## src/rtl/cache_xbar_pkg.sv

```systemverilog
// Shared crossbar package: default per-bank outstanding depth and
// the occupancy-width helper used by router, queue and interface.
package cache_xbar_pkg;

    localparam int unsigned DefaultMaxOutstanding = 32'd4;

    // Bits needed to count 0..depth inclusive.
    function automatic int unsigned occ_width(input int unsigned depth);
        return $clog2(depth + 1);
    endfunction

endpackage

```

## src/rtl/cache_bank_rsp_router_if.sv

```systemverilog
// Bank-side request/response bundle of cache_bank_rsp_router.
// slave: router view; master: crossbar/bank/bench view.
import cache_xbar_pkg::*;

interface cache_bank_rsp_router_if #(
    parameter type         mst_sel_t = logic,
    parameter int unsigned OccW      = occ_width(DefaultMaxOutstanding)
);
    logic            req_valid_i;
    mst_sel_t        req_src_i;
    logic            bank_req_ready_i;
    logic            req_ready_o;
    logic            bank_rsp_valid_i;
    logic            bank_rsp_ready_o;
    logic            rsp_valid_o;
    logic            rsp_ready_i;
    mst_sel_t        rsp_sel_o;
    logic [OccW-1:0] outstanding_o;
    logic [31:0]     full_stall_cnt_o;
    logic            orphan_rsp_o;

    modport slave (
        input  req_valid_i, req_src_i, bank_req_ready_i,
        input  bank_rsp_valid_i, rsp_ready_i,
        output req_ready_o, bank_rsp_ready_o, rsp_valid_o,
        output rsp_sel_o, outstanding_o,
        output full_stall_cnt_o, orphan_rsp_o
    );

    modport master (
        output req_valid_i, req_src_i, bank_req_ready_i,
        output bank_rsp_valid_i, rsp_ready_i,
        input  req_ready_o, bank_rsp_ready_o, rsp_valid_o,
        input  rsp_sel_o, outstanding_o,
        input  full_stall_cnt_o, orphan_rsp_o
    );

endinterface

```

## src/rtl/cache_bank_rsp_route_fifo.sv

```systemverilog
// In-order queue of winning core indices for one cache bank.
// Ports: clk_i/rst_i, push_i+data_i, pop_i, head_o, full_o, empty_o, count_o.
module cache_bank_rsp_route_fifo
    import cache_xbar_pkg::*;
#(
    parameter int unsigned Depth  = DefaultMaxOutstanding,
    parameter type         data_t = logic,
    localparam int unsigned OccW  = occ_width(Depth),
    localparam int unsigned PtrW  = (Depth > 1) ? $clog2(Depth) : 1
) (
    input  logic            clk_i,
    input  logic            rst_i,
    input  logic            push_i,
    input  data_t           data_i,
    input  logic            pop_i,
    output data_t           head_o,
    output logic            full_o,
    output logic            empty_o,
    output logic [OccW-1:0] count_o
);

    localparam logic [PtrW-1:0] LastPtr = PtrW'(Depth - 1);

    data_t           mem [Depth];
    logic [PtrW-1:0] wr_ptr;
    logic [PtrW-1:0] rd_ptr;
    logic [OccW-1:0] count;

    // Explicit wrap so non-power-of-two depths stay in range.
    function automatic logic [PtrW-1:0] next_ptr(input logic [PtrW-1:0] p);
        return (p == LastPtr) ? '0 : p + 1'b1;
    endfunction

    always_ff @(posedge clk_i) begin
        if (rst_i) begin
            wr_ptr <= '0;
            rd_ptr <= '0;
            count  <= '0;
            for (int i = 0; i < Depth; i++) begin
                mem[i] <= '0;
            end
        end else begin
            if (push_i) begin
                mem[wr_ptr] <= data_i;
                wr_ptr      <= next_ptr(wr_ptr);
            end
            if (pop_i) begin
                rd_ptr <= next_ptr(rd_ptr);
            end
            if (push_i && !pop_i) begin
                count <= count + 1'b1;
            end else if (pop_i && !push_i) begin
                count <= count - 1'b1;
            end
        end
    end

    assign head_o  = mem[rd_ptr];
    assign full_o  = (count == OccW'(Depth));
    assign empty_o = (count == '0);
    assign count_o = count;

endmodule

```

## src/rtl/cache_bank_rsp_router.sv

```systemverilog
// Per-bank response router: queues request winners, steers responses in order.
// Ports: clk_i, rst_i (sync, active-high), bus (slave modport of
// cache_bank_rsp_router_if). Optional stall counter: CACHE_BANK_RSP_ROUTER_PERF_EN.
module cache_bank_rsp_router
    import cache_xbar_pkg::*;
#(
    parameter int unsigned NumInp         = 32'd0,
    parameter int unsigned MaxOutstanding = DefaultMaxOutstanding,
    parameter type mst_sel_t =
        logic [((NumInp > 1) ? $clog2(NumInp) : 1)-1:0]
) (
    input logic                    clk_i,
    input logic                    rst_i,
    cache_bank_rsp_router_if.slave bus
);

    localparam int unsigned OccW = occ_width(MaxOutstanding);

    logic            full;
    logic            empty;
    logic            push;
    logic            pop;
    mst_sel_t        head;
    logic [OccW-1:0] count;
    logic            orphan_q;

    // Ready ignores same-cycle pop: no comb path from response side.
    assign bus.req_ready_o = bus.bank_req_ready_i & ~full & ~rst_i;
    assign push = bus.req_valid_i & bus.req_ready_o;

    assign bus.rsp_valid_o      = bus.bank_rsp_valid_i & ~empty & ~rst_i;
    assign bus.bank_rsp_ready_o = bus.rsp_ready_i & ~empty & ~rst_i;
    assign pop = bus.rsp_valid_o & bus.rsp_ready_i;

    assign bus.rsp_sel_o     = head;
    assign bus.outstanding_o = count;
    assign bus.orphan_rsp_o  = orphan_q;

    cache_bank_rsp_route_fifo #(
        .Depth  (MaxOutstanding),
        .data_t (mst_sel_t)
    ) u_fifo (
        .clk_i   (clk_i),
        .rst_i   (rst_i),
        .push_i  (push),
        .data_i  (bus.req_src_i),
        .pop_i   (pop),
        .head_o  (head),
        .full_o  (full),
        .empty_o (empty),
        .count_o (count)
    );

    // A response with nothing outstanding has no owner; latch it.
    always_ff @(posedge clk_i) begin
        if (rst_i) begin
            orphan_q <= 1'b0;
        end else if (bus.bank_rsp_valid_i && empty) begin
            orphan_q <= 1'b1;
        end
    end

`ifdef CACHE_BANK_RSP_ROUTER_PERF_EN
    logic [31:0] stall_q;

    always_ff @(posedge clk_i) begin
        if (rst_i) begin
            stall_q <= '0;
        end else if (bus.req_valid_i && bus.bank_req_ready_i &&
                     full && (stall_q != 32'hFFFF_FFFF)) begin
            stall_q <= stall_q + 32'd1;
        end
    end

    assign bus.full_stall_cnt_o = stall_q;
`else
    assign bus.full_stall_cnt_o = '0;
`endif

endmodule

```

## src/flat_wrapper.sv

```systemverilog
// flat-port wrapper written by rule: the top's interface ports become plain ports
module cache_bank_rsp_router_flat import cache_xbar_pkg::*;
#(
    parameter int unsigned NumInp         = 32'd0,
    parameter int unsigned MaxOutstanding = DefaultMaxOutstanding,
    parameter type mst_sel_t =
        logic [((NumInp > 1) ? $clog2(NumInp) : 1)-1:0]
)
  (clk_i, rst_i, bus_req_valid_i, bus_req_src_i, bus_bank_req_ready_i, bus_bank_rsp_valid_i, bus_rsp_ready_i, bus_req_ready_o, bus_bank_rsp_ready_o, bus_rsp_valid_o, bus_rsp_sel_o, bus_outstanding_o, bus_full_stall_cnt_o, bus_orphan_rsp_o);
  cache_bank_rsp_router_if #(.mst_sel_t(mst_sel_t), .OccW(3)) bus_i ();
  input logic clk_i;
  input logic rst_i;
  input wire logic [$bits(bus_i.req_valid_i)-1:0] bus_req_valid_i;
  input wire logic [$bits(bus_i.req_src_i)-1:0] bus_req_src_i;
  input wire logic [$bits(bus_i.bank_req_ready_i)-1:0] bus_bank_req_ready_i;
  input wire logic [$bits(bus_i.bank_rsp_valid_i)-1:0] bus_bank_rsp_valid_i;
  input wire logic [$bits(bus_i.rsp_ready_i)-1:0] bus_rsp_ready_i;
  output wire logic [$bits(bus_i.req_ready_o)-1:0] bus_req_ready_o;
  output wire logic [$bits(bus_i.bank_rsp_ready_o)-1:0] bus_bank_rsp_ready_o;
  output wire logic [$bits(bus_i.rsp_valid_o)-1:0] bus_rsp_valid_o;
  output wire logic [$bits(bus_i.rsp_sel_o)-1:0] bus_rsp_sel_o;
  output wire logic [$bits(bus_i.outstanding_o)-1:0] bus_outstanding_o;
  output wire logic [$bits(bus_i.full_stall_cnt_o)-1:0] bus_full_stall_cnt_o;
  output wire logic [$bits(bus_i.orphan_rsp_o)-1:0] bus_orphan_rsp_o;
  assign bus_i.req_valid_i = bus_req_valid_i;
  assign bus_i.req_src_i = bus_req_src_i;
  assign bus_i.bank_req_ready_i = bus_bank_req_ready_i;
  assign bus_i.bank_rsp_valid_i = bus_bank_rsp_valid_i;
  assign bus_i.rsp_ready_i = bus_rsp_ready_i;
  assign bus_req_ready_o = bus_i.req_ready_o;
  assign bus_bank_rsp_ready_o = bus_i.bank_rsp_ready_o;
  assign bus_rsp_valid_o = bus_i.rsp_valid_o;
  assign bus_rsp_sel_o = bus_i.rsp_sel_o;
  assign bus_outstanding_o = bus_i.outstanding_o;
  assign bus_full_stall_cnt_o = bus_i.full_stall_cnt_o;
  assign bus_orphan_rsp_o = bus_i.orphan_rsp_o;
  cache_bank_rsp_router #(.NumInp(NumInp), .MaxOutstanding(MaxOutstanding), .mst_sel_t(mst_sel_t)) u_core (.clk_i(clk_i), .rst_i(rst_i), .bus(bus_i));
endmodule
```

## config.mk

```make
export PLATFORM = sky130hd
export DESIGN_NAME = cache_bank_rsp_router_flat
export DESIGN_NICKNAME = d
export VERILOG_FILES = /design/src/rtl/cache_xbar_pkg.sv /design/src/rtl/cache_bank_rsp_router_if.sv /design/src/rtl/cache_bank_rsp_route_fifo.sv /design/src/rtl/cache_bank_rsp_router.sv /design/src/flat_wrapper.sv
export SDC_FILE = /design/constraint.sdc
export NUM_CORES = 1
export LEC_CHECK = 0
export ABC_CLOCK_PERIOD_IN_PS = 4100
export BUFFER_PORTS_ARGS = -buffer_cell sky130_fd_sc_hd__buf_4
export CORE_MARGIN = 2
export CORE_UTILIZATION = 47
export DETAILED_ROUTE_END_ITERATION = 10
export PLACE_DENSITY = 0.83
export SLEW_MARGIN = 25
export SYNTH_ARGS = -nofsm -noshare
export SYNTH_HDL_FRONTEND = slang
export SYNTH_HIERARCHICAL = 1
export SYNTH_SLANG_ARGS = --single-unit
```

## constraint.sdc

```tcl
create_clock -name clk_i -period 4.1 [get_ports clk_i]
set_input_delay 0.205 -clock clk_i [delete_from_list [all_inputs] [get_ports clk_i]]
set_output_delay 0.205 -clock clk_i [all_outputs]
set_load 0.01 [all_outputs]
```

# [Yosys cells after proc, flatten, opt, wreduce, memory -nomap -nowiden]
# Memory sizes are Yosys's and may differ from the RTL's. A register that Yosys moved wholly into a read port is not among the register bits.
# Cells that the tools add are included.
[word_totals] register_bits=8 ramBits=4 out_inout_bits=40 word_cells=45 mem_count=1
[classes] add_sub_neg=4 eq_ne=3 mux=14 bitwise_logic=11 reduce_logical=8
[memory_table] name="u_core.u_fifo.mem" words=4 word_bits=1 rd=1 rd_clocked_by_memory_dff=1 write_ports=4 line_no="cache_bank_rsp_route_fifo.sv:24" rtl="data_t mem [Depth];"
[ops] operator="$mux W2" count=5
[ops] operator="$and A1 B1 Y1" count=8
[ops] operator="$mux W1" count=7
[ops] operator="$mux W3" count=2
[ops] operator="$add A2 B1 Y2 const B" count=2
[ops] operator="$eq A2 B2 Y1 const B" count=2
[ops] operator="$add A3 B1 Y3 const B" count=1
[ops] operator="$eq A3 B3 Y1 const B" count=1
[ops] operator="$logic_and A1 B1 Y1" count=3
[ops] operator="$logic_not A3 Y1" count=1
[ops] operator="$not A1 Y1" count=3
[ops] operator="$sub A3 B1 Y3 const B" count=1
[ops] operator="$logic_not A1 Y1" count=2
[ops] operator="$reduce_bool A2 Y1" count=1
[ops] operator="$reduce_or A1 Y1" count=1

# [Longest topological paths before layout]
# Gate-level depths: netlist of run 1.
[logic_depth] word_depth=10 ltp_mapped=10 mapped_depth_nobuf=10

# [Cells and area by module]
# Netlist of run 1, hierarchy kept.
[modules_own_cells] mod="cache_bank_rsp_route_fifo" instances=1 cells_per_inst=54 area_per_inst_um2=591.8
[modules_own_cells] mod="cache_bank_rsp_router" instances=1 cells_per_inst=41 area_per_inst_um2=317.8

# [Worst setup path after synthesis of run 1]
# Ideal clock, no wire load.
[synth_path] kind="reg2reg" start="reg u_core.u_fifo.count[0] (netlist: u_core/u_fifo/count_o[0])" end="reg u_core.u_fifo.count[2] (netlist: u_core/u_fifo/count_o[2])" t_arrival_ps=2267 setup_slack_ps=1763 path_stages_with_launch=10 n_path_buf=0 synth_period_minus_slack_ps=2337 path_cell_list="dfxtp_1 nor3b_1 nor3b_2 and2_1 ha_1 inv_1 fa_1 xor2_1 or3_1 a21oi_1"
[synth_between] elab_chain_len=8 elab_cells_between_ends=19 classes_between="2 x add/sub; 1 x eq/ne; 2 x mux; 8 x bitwise; 6 x reduce/logical"
[synth_rtl] item="from (decl)" line_no="cache_bank_rsp_route_fifo.sv:27" rtl="logic [OccW-1:0] count;"
[synth_rtl] item="from (signal assigned)" line_no="cache_bank_rsp_route_fifo.sv:51" rtl="count <= count + 1'b1;"
[synth_rtl] item="from (signal assigned)" line_no="cache_bank_rsp_route_fifo.sv:53" rtl="count <= count - 1'b1;"
[synth_rtl] item="$eq A3 B3 Y1 (*)" line_no="cache_bank_rsp_route_fifo.sv:59" rtl="assign full_o = (count == OccW'(Depth));"
[synth_rtl] item="named net u_core.full" line_no="cache_bank_rsp_router.sv:19" rtl="logic full;"
[synth_rtl] item="$not A1 Y1 (*)" line_no="cache_bank_rsp_router.sv:28" rtl="assign bus.req_ready_o = bus.bank_req_ready_i & ~full & ~rst_i;"
[synth_rtl] item="$and A1 B1 Y1 (*) (2 in series)" line_no="cache_bank_rsp_router.sv:28"
[synth_rtl] item="named net bus_req_ready_o" line_no="flat_wrapper.sv:18" rtl="output wire logic [$bits(bus_i.req_ready_o)-1:0] bus_req_ready_o;"
[synth_rtl] item="$and A1 B1 Y1 (*)" line_no="cache_bank_rsp_router.sv:29" rtl="assign push = bus.req_valid_i & bus.req_ready_o;"
[synth_rtl] item="named net u_core.push" line_no="cache_bank_rsp_router.sv:21" rtl="logic push;"
[synth_rtl] item="$logic_not A1 Y1" line_no="cache_bank_rsp_route_fifo.sv:52" rtl="end else if (pop_i && !push_i) begin"
[synth_rtl] item="$logic_and A1 B1 Y1" line_no="cache_bank_rsp_route_fifo.sv:52"
[synth_rtl] item="$reduce_bool A2 Y1 (no line)"
# The timed path passes the listed nets; every way through them passes the cells marked *. The select of a mux whose other input is x is not followed.
# A chain may end at the register's enable or synchronous reset.

# [Worst setup path in the final report of run 1]
[layout_path] start="reg u_core.u_fifo.count[0] (netlist: u_core/u_fifo/count_o[0])" end="reg u_core.u_fifo.count[2] (netlist: u_core/u_fifo/count_o[2])"
[layout_between] elab_chain_len=8 elab_cells_between_ends=19 classes_between="2 x add/sub; 1 x eq/ne; 2 x mux; 8 x bitwise; 6 x reduce/logical"
[layout_rtl] item="$logic_not A3 Y1 (*)" line_no="cache_bank_rsp_route_fifo.sv:60" rtl="assign empty_o = (count == '0);"
[layout_rtl] item="named net u_core.empty" line_no="cache_bank_rsp_router.sv:20" rtl="logic empty;"
[layout_rtl] item="$not A1 Y1 (*)" line_no="cache_bank_rsp_router.sv:31" rtl="assign bus.rsp_valid_o = bus.bank_rsp_valid_i & ~empty & ~rst_i;"
[layout_rtl] item="$and A1 B1 Y1 (*) (2 in series)" line_no="cache_bank_rsp_router.sv:31"
[layout_rtl] item="$and A1 B1 Y1 (*)" line_no="cache_bank_rsp_router.sv:33" rtl="assign pop = bus.rsp_valid_o & bus.rsp_ready_i;"
[layout_rtl] item="named net u_core.pop" line_no="cache_bank_rsp_router.sv:22" rtl="logic pop;"
[layout_rtl] item="$logic_not A1 Y1" line_no="cache_bank_rsp_route_fifo.sv:50" rtl="if (push_i && !pop_i) begin"
[layout_rtl] item="$logic_and A1 B1 Y1" line_no="cache_bank_rsp_route_fifo.sv:50"
[layout_rtl] item="$mux W3 or $reduce_bool A2 Y1 (tied branches)"
# Marked as above.

==> summary.md, run 1 <==
| Metric | Value |
|---|---|
| Status | finished, final reports clean |
| Ys Warns | 6 |
| Hold_buf cts | 0 |
| Syn Std Cell Area | 910 um2 |
| Pre-CTS WS | 1690 ps |
| Yosys top cell area share | 0.264 |
| Global-route wire length before repair | 2190 um |
| Largest area contributor in the netlist | buf_4 |
| Final WS setup | 1630 ps |
| DP Wirelength | 1110 um |
| CTS sink cnt | 14 |
| Worst Setup End Kind | flop |
| Gr usage total | 0.145 |
| Clk pin slew, worst setup/hold paths | 80 ps |
| Synthesized flop and latch total | 14 |
| Top_reg_cell synth | dfxtp_1 |
| Final ANT Viol Nets | 0 |
| Worst hold path type | input pin to flop |
| Die area | 2300 um2 |
| FF-to-FF setup slack | 1630 ps |
| Max Root-Sink Buffers | 2 |
| DR vias/cell | 4.18 |
| Placed cell count | 132 |
| Maximum vdd drop | 0.000216 V |
| Post-cts gate resize count | 0 |
| Clk_lat worst skew | 290 ps |
| Vias post-DR | 569 |
| Non-Filler Instances | 136 |
| Power density cells | 328 nW/um2 |
| Largest net degree at the start of global routing | 17 |
| Die W | 48.0 um |
| Unrepaired setup endpoints after global routing | no |
| Number of global-route vias before repair | 514 |
| IO Port Bufs | 14 |
| Total grt overflow | 0 |
| Max Slew Vio Count | 0 |
| Initial antenna violation count | 0 |
| Hold Path Stages | 3 |
| Setup TNS | 0 ps |
| Reg2Reg Depth | 10 |
| Worst Path Max Fanout | 5 |
| Ratio of final minimum period to clock period | 0.603 |
| DRT Pass-1 Iters | 4 |
| Hold slack | 178 ps |
| Async S/R FF share, synth | 0 |
| CTS Buf Count | 3 |
| Most used cell, CP | inv_1 |
| Die height | 48.0 um |
| Slowest stage delay, CP | 400 ps |
| F_max | 405 MHz |
| CP Data Arrival Time | 2690 ps |
| Synth area leaders | buf_4, dfxtp_1, edfxtp_1 |
| CTS tree | built |
| Post-CTS setup buffer count | 0 |
| 1st-iter DRT viols | 12 |
| Fin crit period | 2470 ps |
| I/O pin cnt | 47 |
| Hold Fails Final Rpt | 0 |
| # DRC | 0 |
| Synth cell types | 25 |
| Final #Nets | 123 |
| Crit Path Class | flop to flop |
| EDFF count, synth | 4 |
| Max-cap violations | 0 |
| Root buf cell | clkbuf_4 |
| H-tree levels | 1 |
| Detailed Route WL | 1440 um |
| Core area | 1760 um2 |
| CP cell instances | nor3_1, nor3b_2, and2_1, inv_1, ha_1, inv_1, fa_1, xor2_1, or3_1, a21oi_1 |
| Crit-path slowest cell | nor3_1 |
| Row count | 15 |
| Area growth syn-to-layout | 3.85% |
| Placer Congestion | 0.744 |
| Synth Instances | 95 |
| Share of layout cells above drive strength 1 | 0.189 |
| Max Clock Skew | 4.31 ps |
| Seq/Total Area, Yosys | 0.352 |
| Startpoint Class | flop |
| N_diodes | 0 |
| Final setup viols | 0 |
| Wire length per cell | 10.6 um |
| CP Data Required Time | 4320 ps |
| Avg Inst Size Synth | 9.57 um2 |
| Initial Utilization | 0.516 |
| LEAKAGE | 0.441 nW |
-- layout make-up --
class | instances | area, um2
fillers | 161 | 820
clock buffers | 4 | 26.3
inverters | 3 | 11.3
repair buffers | 14 | 105
multi-input cells | 76 | 450
flip-flops and latches | 14 | 320
well taps | 25 | 31.3
-- cells by family after synthesis --
logic type / share of synthesized area
mux: 0.0578
compound gates: 0.0536
other cells: 0.00412
xor+xnor: 0.0193
flops: 0.352
buf+inv: 0.281
simple gates: 0.169
fa+ha+maj: 0.0633
-- cell usage after synthesis, types with 3 or more instances --
master / number
buf_4: 32
inv_1: 3
nor2_1: 8
ha_1: 3
mux2i_1: 3
dfxtp_1: 10
nor3b_1: 3
edfxtp_1: 4
nand2b_1: 4
a21oi_1: 3
nor3_1: 3
-- power by group --
| part | switching (mW) | internal (mW) | total [mW] |
|---|---|---|---|
| Clock | 0.0472 | 0.0378 | 0.0851 |
| Combinational | 0.0394 | 0.0279 | 0.0673 |
| Sequential | 0.00729 | 0.150 | 0.157 |
-- worst paths after layout --
path,start,to
max,u_core/u_fifo/count_o[0],u_core/u_fifo/count_o[2]
max reg2reg,u_core/u_fifo/count_o[0],u_core/u_fifo/count_o[2]
min,bus_bank_rsp_valid_i,u_core/bus.orphan_rsp_o
min reg2reg,u_core/bus.orphan_rsp_o,u_core/bus.orphan_rsp_o
-- metal layers --
layer	GRT usage	up-vias	part of all wire
li1	-	283	-
met1	0.162	257	0.38
met2	0.235	24	0.53
met3	0.0113	5	0.043
met4	0.146	0	0.043
met5	0	-	0
-- cells in the final DEF, fill, tap and decap left out, drive strengths merged, types with 2 or more instances in the layout --
master	n
o21bai	2
a21oi	3
xor2	2
nand2b	4
dfxtp	10
edfxtp	4
o21ai	2
mux2i	3
buf	14
conb	32
clkbuf	4
nor3	3
nor3b	5
inv	3
nor2	8
and2	2
ha	3
-- metrics by stage --
stage	area, um2	util	power [mW]
2_1_floorplan	1030	-	0.226
3_3_place_gp	918	0.521	0.224
3_5_place_dp	918	0.521	0.227
4_1_cts	945	0.535	0.310
5_1_grt	945	0.535	0.323
6_report	945	0.535	0.310
-- critical path: cells and delay by family, from the launching register on --
| family | cells | cell delay [ps] |
|---|---|---|
| adder cells (fa/ha/maj) | 2 | 570 |
| flip-flops | 1 | 380 |
| XOR/XNOR | 1 | 160 |
| AND/OR/NAND/NOR | 4 | 1010 |
| buffers and inverters | 2 | 160 |
| AO/OA/AOI/OAI | 1 | 140 |
Note: power is estimated with default switching activity, not from simulation.
==> run 2: changes to the inputs <==
- ABC_CLOCK_PERIOD_IN_PS: 4100 -> 2380
- CORE_UTILIZATION: 47 -> 44
- PLACE_DENSITY: 0.83 -> 0.78
- clock period: 4.1 -> 2.38 ns (I/O delays scaled with it)
==> run 2 against run 1 <==
Routed wire length fell by 5.9%. Cell count rose by 4.4%. First-iteration DRC count rose by 75%. Sequential power rose by 70%. Clock-buffer cell count fell by 1. Critical path type unchanged. Critical endpoint unchanged. Highest routed layer unchanged.
==> summary.md, run 2 (synthesis results as in run 1) <==
| Metric | Value |
|---|---|
| Status | finished, final reports clean |
| Non-Filler Instances | 142 |
| Crit-path slowest cell | fa_1 |
| Max Root-Sink Buffers | 2 |
| Wire length per cell | 9.51 um |
| Crit Path Class | flop to flop |
| Largest net degree at the start of global routing | 17 |
| Placed cell count | 138 |
| CTS Buf Count | 3 |
| CTS tree | built |
| Final WS setup | 128 ps |
| Total chip power | 0.535 mW |
| Buf+Inv Stages, Crit Path | 3 |
| Worst Path Max Fanout | 3 |
| Clk_lat worst skew | 290 ps |
| Gr usage total | 0.108 |
| Slowest stage delay, CP | 360 ps |
| Core area | 1960 um2 |
| Final setup viols | 0 |
| Area growth syn-to-layout | 7.70% |
| Hold Fails Final Rpt | 0 |
| DR vias/cell | 4.04 |
| Setup TNS | 0 ps |
| Worst Setup End Kind | flop |
| Placer Congestion | 0.715 |
| Fin crit period | 2250 ps |
| CTS sink cnt | 14 |
| Number of global-route vias before repair | 469 |
| Hold_buf cts | 0 |
| I/O pin cnt | 47 |
| Die W | 49.5 um |
| Vias post-DR | 573 |
| N_diodes | 0 |
| Pre-CTS WS | 117 ps |
| Post-CTS setup buffer count | 0 |
| Worst hold path type | input pin to flop |
| Row count | 16 |
| Final ANT Viol Nets | 0 |
| LEAKAGE | 0.461 nW |
| Power density cells | 547 nW/um2 |
| CP Data Arrival Time | 2480 ps |
| Root buf cell | clkbuf_4 |
| H-tree levels | 1 |
| Maximum vdd drop | 0.000321 V |
| Clk pin slew, worst setup/hold paths | 80 ps |
| Hold slack | 77.9 ps |
| Most used cell, CP | inv_1 |
| # DRC | 0 |
| Max Clock Skew | 2.78 ps |
| Ratio of final minimum period to clock period | 0.946 |
| DP Wirelength | 1090 um |
| Initial Utilization | 0.464 |
| CP Data Required Time | 2610 ps |
| Most common cell after layout, fill and taps aside | conb_1 |
| Share of layout cells above drive strength 1 | 0.226 |
| Global-route wire length before repair | 1990 um |
| Top delay family on crit path | simple AND/OR/NAND/NOR gates |
| Final #Nets | 127 |
| Total grt overflow | 0 |
| Startpoint Class | flop |
| 1st-iter DRT viols | 21 |
| Post-cts gate resize count | 0 |
| Initial antenna violation count | 0 |
| IO Port Bufs | 14 |
| Max-cap violations | 0 |
| F_max | 444 MHz |
| Die area | 2450 um2 |
| Die height | 49.5 um |
| Detailed Route WL | 1350 um |
| Unrepaired setup endpoints after global routing | no |
| CP cell instances | nor3_1, buf_4, nor3b_2, and2_1, inv_1, ha_2, inv_1, fa_1, xor2_1, or3_1, a21oi_1 |
| Commonest cells after routing, fill and taps aside | conb_1, buf_4, dfxtp_1 |
| DRT Pass-1 Iters | 4 |
| Max Slew Vio Count | 0 |
==> run 2: final cells by class <==
class	instances	area (um2)
well taps	27	33.8
clock buffers	3	22.5
inverters	3	11.3
repair buffers	18	135
multi-input cells	76	453
flip-flops and latches	14	320
clock inverters	1	3.75
fillers	198	982
==> run 2: through the flow <==
stage | instance area, um2 | utilization
CTS | 977 | 0.498
finish | 980 | 0.499
floorplan | 1030 | -
global route | 980 | 0.499
detailed placement | 951 | 0.485
global placement | 951 | 0.485
==> run 2: path summary, 6_finish.rpt <==
check                                              start                  endpoint  slack (ps)  cells after the start
worst max-delay path            u_core/u_fifo/count_o[1]  u_core/u_fifo/count_o[2]         130                     11
worst min-delay path                bus_bank_rsp_valid_i   u_core/bus.orphan_rsp_o          80                      3
worst max register to register  u_core/u_fifo/count_o[1]  u_core/u_fifo/count_o[2]         130                     11
worst min register to register   u_core/bus.orphan_rsp_o   u_core/bus.orphan_rsp_o         480                      2
==> run 2: report_power, final <==
group / switching [mW] / internal (mW) / leakage [nW] / total (mW)
Clock: 0.0769 / 0.0610 / 0.0154 / 0.138
Sequential: 0.00862 / 0.258 / 0.123 / 0.267
Combinational: 0.0721 / 0.0587 / 0.323 / 0.131
Total: 0.158 / 0.378 / 0.461 / 0.535
==> run 2: per-layer routing <==
metal  GRT usage  part of all wire  vias to the layer above  routed length (um)
met4      0.0417             0.012                        0                  16
met3      0.0364             0.064                        2                  87
met5           0                 0                        -                   0
met2       0.189              0.53                       21                 716
li1            -                 -                      289                   -
met1       0.120              0.39                      261                 531
==> run 2: worst register-to-register path, delay by kind of cell, from the launching register on <==
family | cells | cell delay [ps]
simple gates | 4 | 750
fa+ha+maj | 2 | 550
flops | 1 | 320
buf+inv | 3 | 300
xor+xnor | 1 | 160
compound gates | 1 | 130
==> run 3: changes to the inputs <==
- REMOVE_ABC_BUFFERS: not set -> 1
==> run 3 against run 2 <==
Worst setup slack got worse by 7.7 ps. Non-clock buffer count stayed put. Combinational power about the same. Flip-flop and latch count did not move. Global-route usage up 0.96 points. First-iteration DRC count decreased by 48%. Die area is the same. Power fell by 0.38%. Clock skew is 1.8 ps lower. Sequential power is essentially flat. Cell count unchanged. Core utilization stayed put. Largest cell class unchanged.
==> summary.md, run 3 (synthesis results as in run 1) <==
| Metric | Value |
|---|---|
| Status | finished, final reports clean |
| Ratio of final minimum period to clock period | 0.950 |
| Core area | 1960 um2 |
| Clk_lat worst skew | 270 ps |
| CP Data Arrival Time | 2470 ps |
| Slowest stage delay, CP | 380 ps |
| Most common cell after layout, fill and taps aside | conb_1 |
| HP Start | bus_bank_rsp_valid_i |
| Hold Path Stages | 3 |
| Die height | 49.5 um |
| FF-to-FF setup slack | 120 ps |
| Placed instance area | 951 um2 |
| Max Root-Sink Buffers | 2 |
| Die W | 49.5 um |
| Final ANT Viol Nets | 0 |
| Filler cells | 197 |
| Fin crit period | 2260 ps |
| Die area | 2450 um2 |
| Share of layout cells above drive strength 1 | 0.226 |
| DR vias/cell | 4.25 |
| Most used cell, CP | inv_1 |
| H-tree levels | 1 |
| Total grt overflow | 0 |
| Detailed Route WL | 1420 um |
| Crit-path slowest cell | fa_1 |
| Hold slack | 104 ps |
| Global-route wire length before repair | 2190 um |
| Worst hold path type | input pin to flop |
| 1st-iter DRT viols | 11 |
| CTS Buf Count | 3 |
| Buf+Inv Stages, Crit Path | 3 |
| # DRC | 0 |
| Max Clock Skew | 1.01 ps |
| Initial Utilization | 0.464 |
| CTS tree | built |
| Max Slew Vio Count | 0 |
| Hold Fails Final Rpt | 0 |
| F_max | 442 MHz |
| Final WS setup | 120 ps |
| Vias post-DR | 604 |
| Metal3 WL | 128 um |
| DRT Pass-1 Iters | 4 |
| Setup TNS | 0 ps |
| Final setup viols | 0 |
| Area growth syn-to-layout | 7.70% |
| Wire length per cell | 10.0 um |
| Commonest cells after routing, fill and taps aside | conb_1, buf_4, dfxtp_1 |
| CP cell instances | nor3_1, buf_4, nor3b_2, and2_1, inv_1, ha_2, inv_1, fa_1, xor2_1, or3_1, a21oi_1 |
| Design area | 980 um2 |
| Initial antenna violation count | 0 |
| Max layer used | met4 |
| Largest net degree at the start of global routing | 17 |
| Worst Setup End Kind | flop |
| LEAKAGE | 0.461 nW |
| Gr usage total | 0.117 |
| Hold Path End | u_core/bus.orphan_rsp_o |
| N_diodes | 0 |
| FF-to-FF End | u_core/u_fifo/count_o[2] |
| Reg2Reg Depth | 11 |
| IO Port Bufs | 14 |
| Hold_buf cts | 0 |
| Final #Nets | 127 |
| I/O pin cnt | 47 |
| Met2 wire length | 733 um |
| Power density cells | 544 nW/um2 |
| Top delay family on crit path | simple AND/OR/NAND/NOR gates |
| Worst Path Max Fanout | 3 |
| CP Data Required Time | 2590 ps |
| Placer Congestion | 0.734 |
| CTS sink cnt | 14 |
| Max-cap violations | 0 |
| Post-layout util | 0.499 |
| Number of global-route vias before repair | 511 |
| Reg2Reg Launch Point | u_core/u_fifo/count_o[1] |
| Met1 wire length | 542 um |
| Root buf cell | clkbuf_4 |
| Crit Path Class | flop to flop |
| Clk pin slew, worst setup/hold paths | 80 ps |
| Row count | 16 |
| Pre-CTS WS | 132 ps |
| Unrepaired setup endpoints after global routing | no |
| Maximum vdd drop | 0.000274 V |
| Startpoint Class | flop |
| DP Wirelength | 1090 um |
## run 3: power breakdown
group	internal, mW	switching, mW
sequential	0.258	0.00862
clock	0.0607	0.0718
combinational	0.0595	0.0747
## run 3: area by class of cell
cell class,count,area (um2),area share
clock buffers,3,22.5,0.0230
clock inverters,1,3.75,0.00383
inverters,3,11.3,0.0115
multi-input cells,76,453,0.462
flip-flops and latches,14,320,0.327
well taps,27,33.8,0.0345
repair buffers,18,135,0.138
## run 3: worst register-to-register path, stage by stage (launching register included)
cell and delay [ps]:
dfxtp_1 320, nor3_1 180, buf_4 160, nor3b_2 50, and2_1 190, inv_1 80
ha_2 190, inv_1 50, fa_1 380, xor2_1 160, or3_1 300, a21oi_1 140
## run 3: stage by stage
stage,power (mW),instances
finish,0.533,142
global route,0.559,142
CTS,0.538,142
detailed placement,0.405,138
global placement,0.398,138
floorplan,0.349,93
## run 3: worst max path at each step
stage                                   startpoint  cells after the start  slack, ps                  endpoint
final                     u_core/u_fifo/count_o[1]                     11        120  u_core/u_fifo/count_o[2]
after global routing      u_core/u_fifo/count_o[1]                     11          8  u_core/u_fifo/count_o[2]
after CTS                 u_core/u_fifo/count_o[1]                     11        100  u_core/u_fifo/count_o[2]
after detailed placement  u_core/u_fifo/count_o[1]                     11        130  u_core/u_fifo/count_o[2]
after global placement    u_core/u_fifo/count_o[1]                     11        200  u_core/u_fifo/count_o[2]
after floorplan           u_core/u_fifo/count_o[0]                      9         40  u_core/u_fifo/count_o[2]
## run 3: repair_timing
action	in CTS	in global routing
setup endpoints to repair	0	1
resized for setup	0	1
buffers inserted	0	0
## run 3: routing by layer
layer,up-vias,track usage
met5,-,0
met4,0,0.0278
met3,2,0.0455
met2,34,0.216
met1,277,0.125
li1,291,-
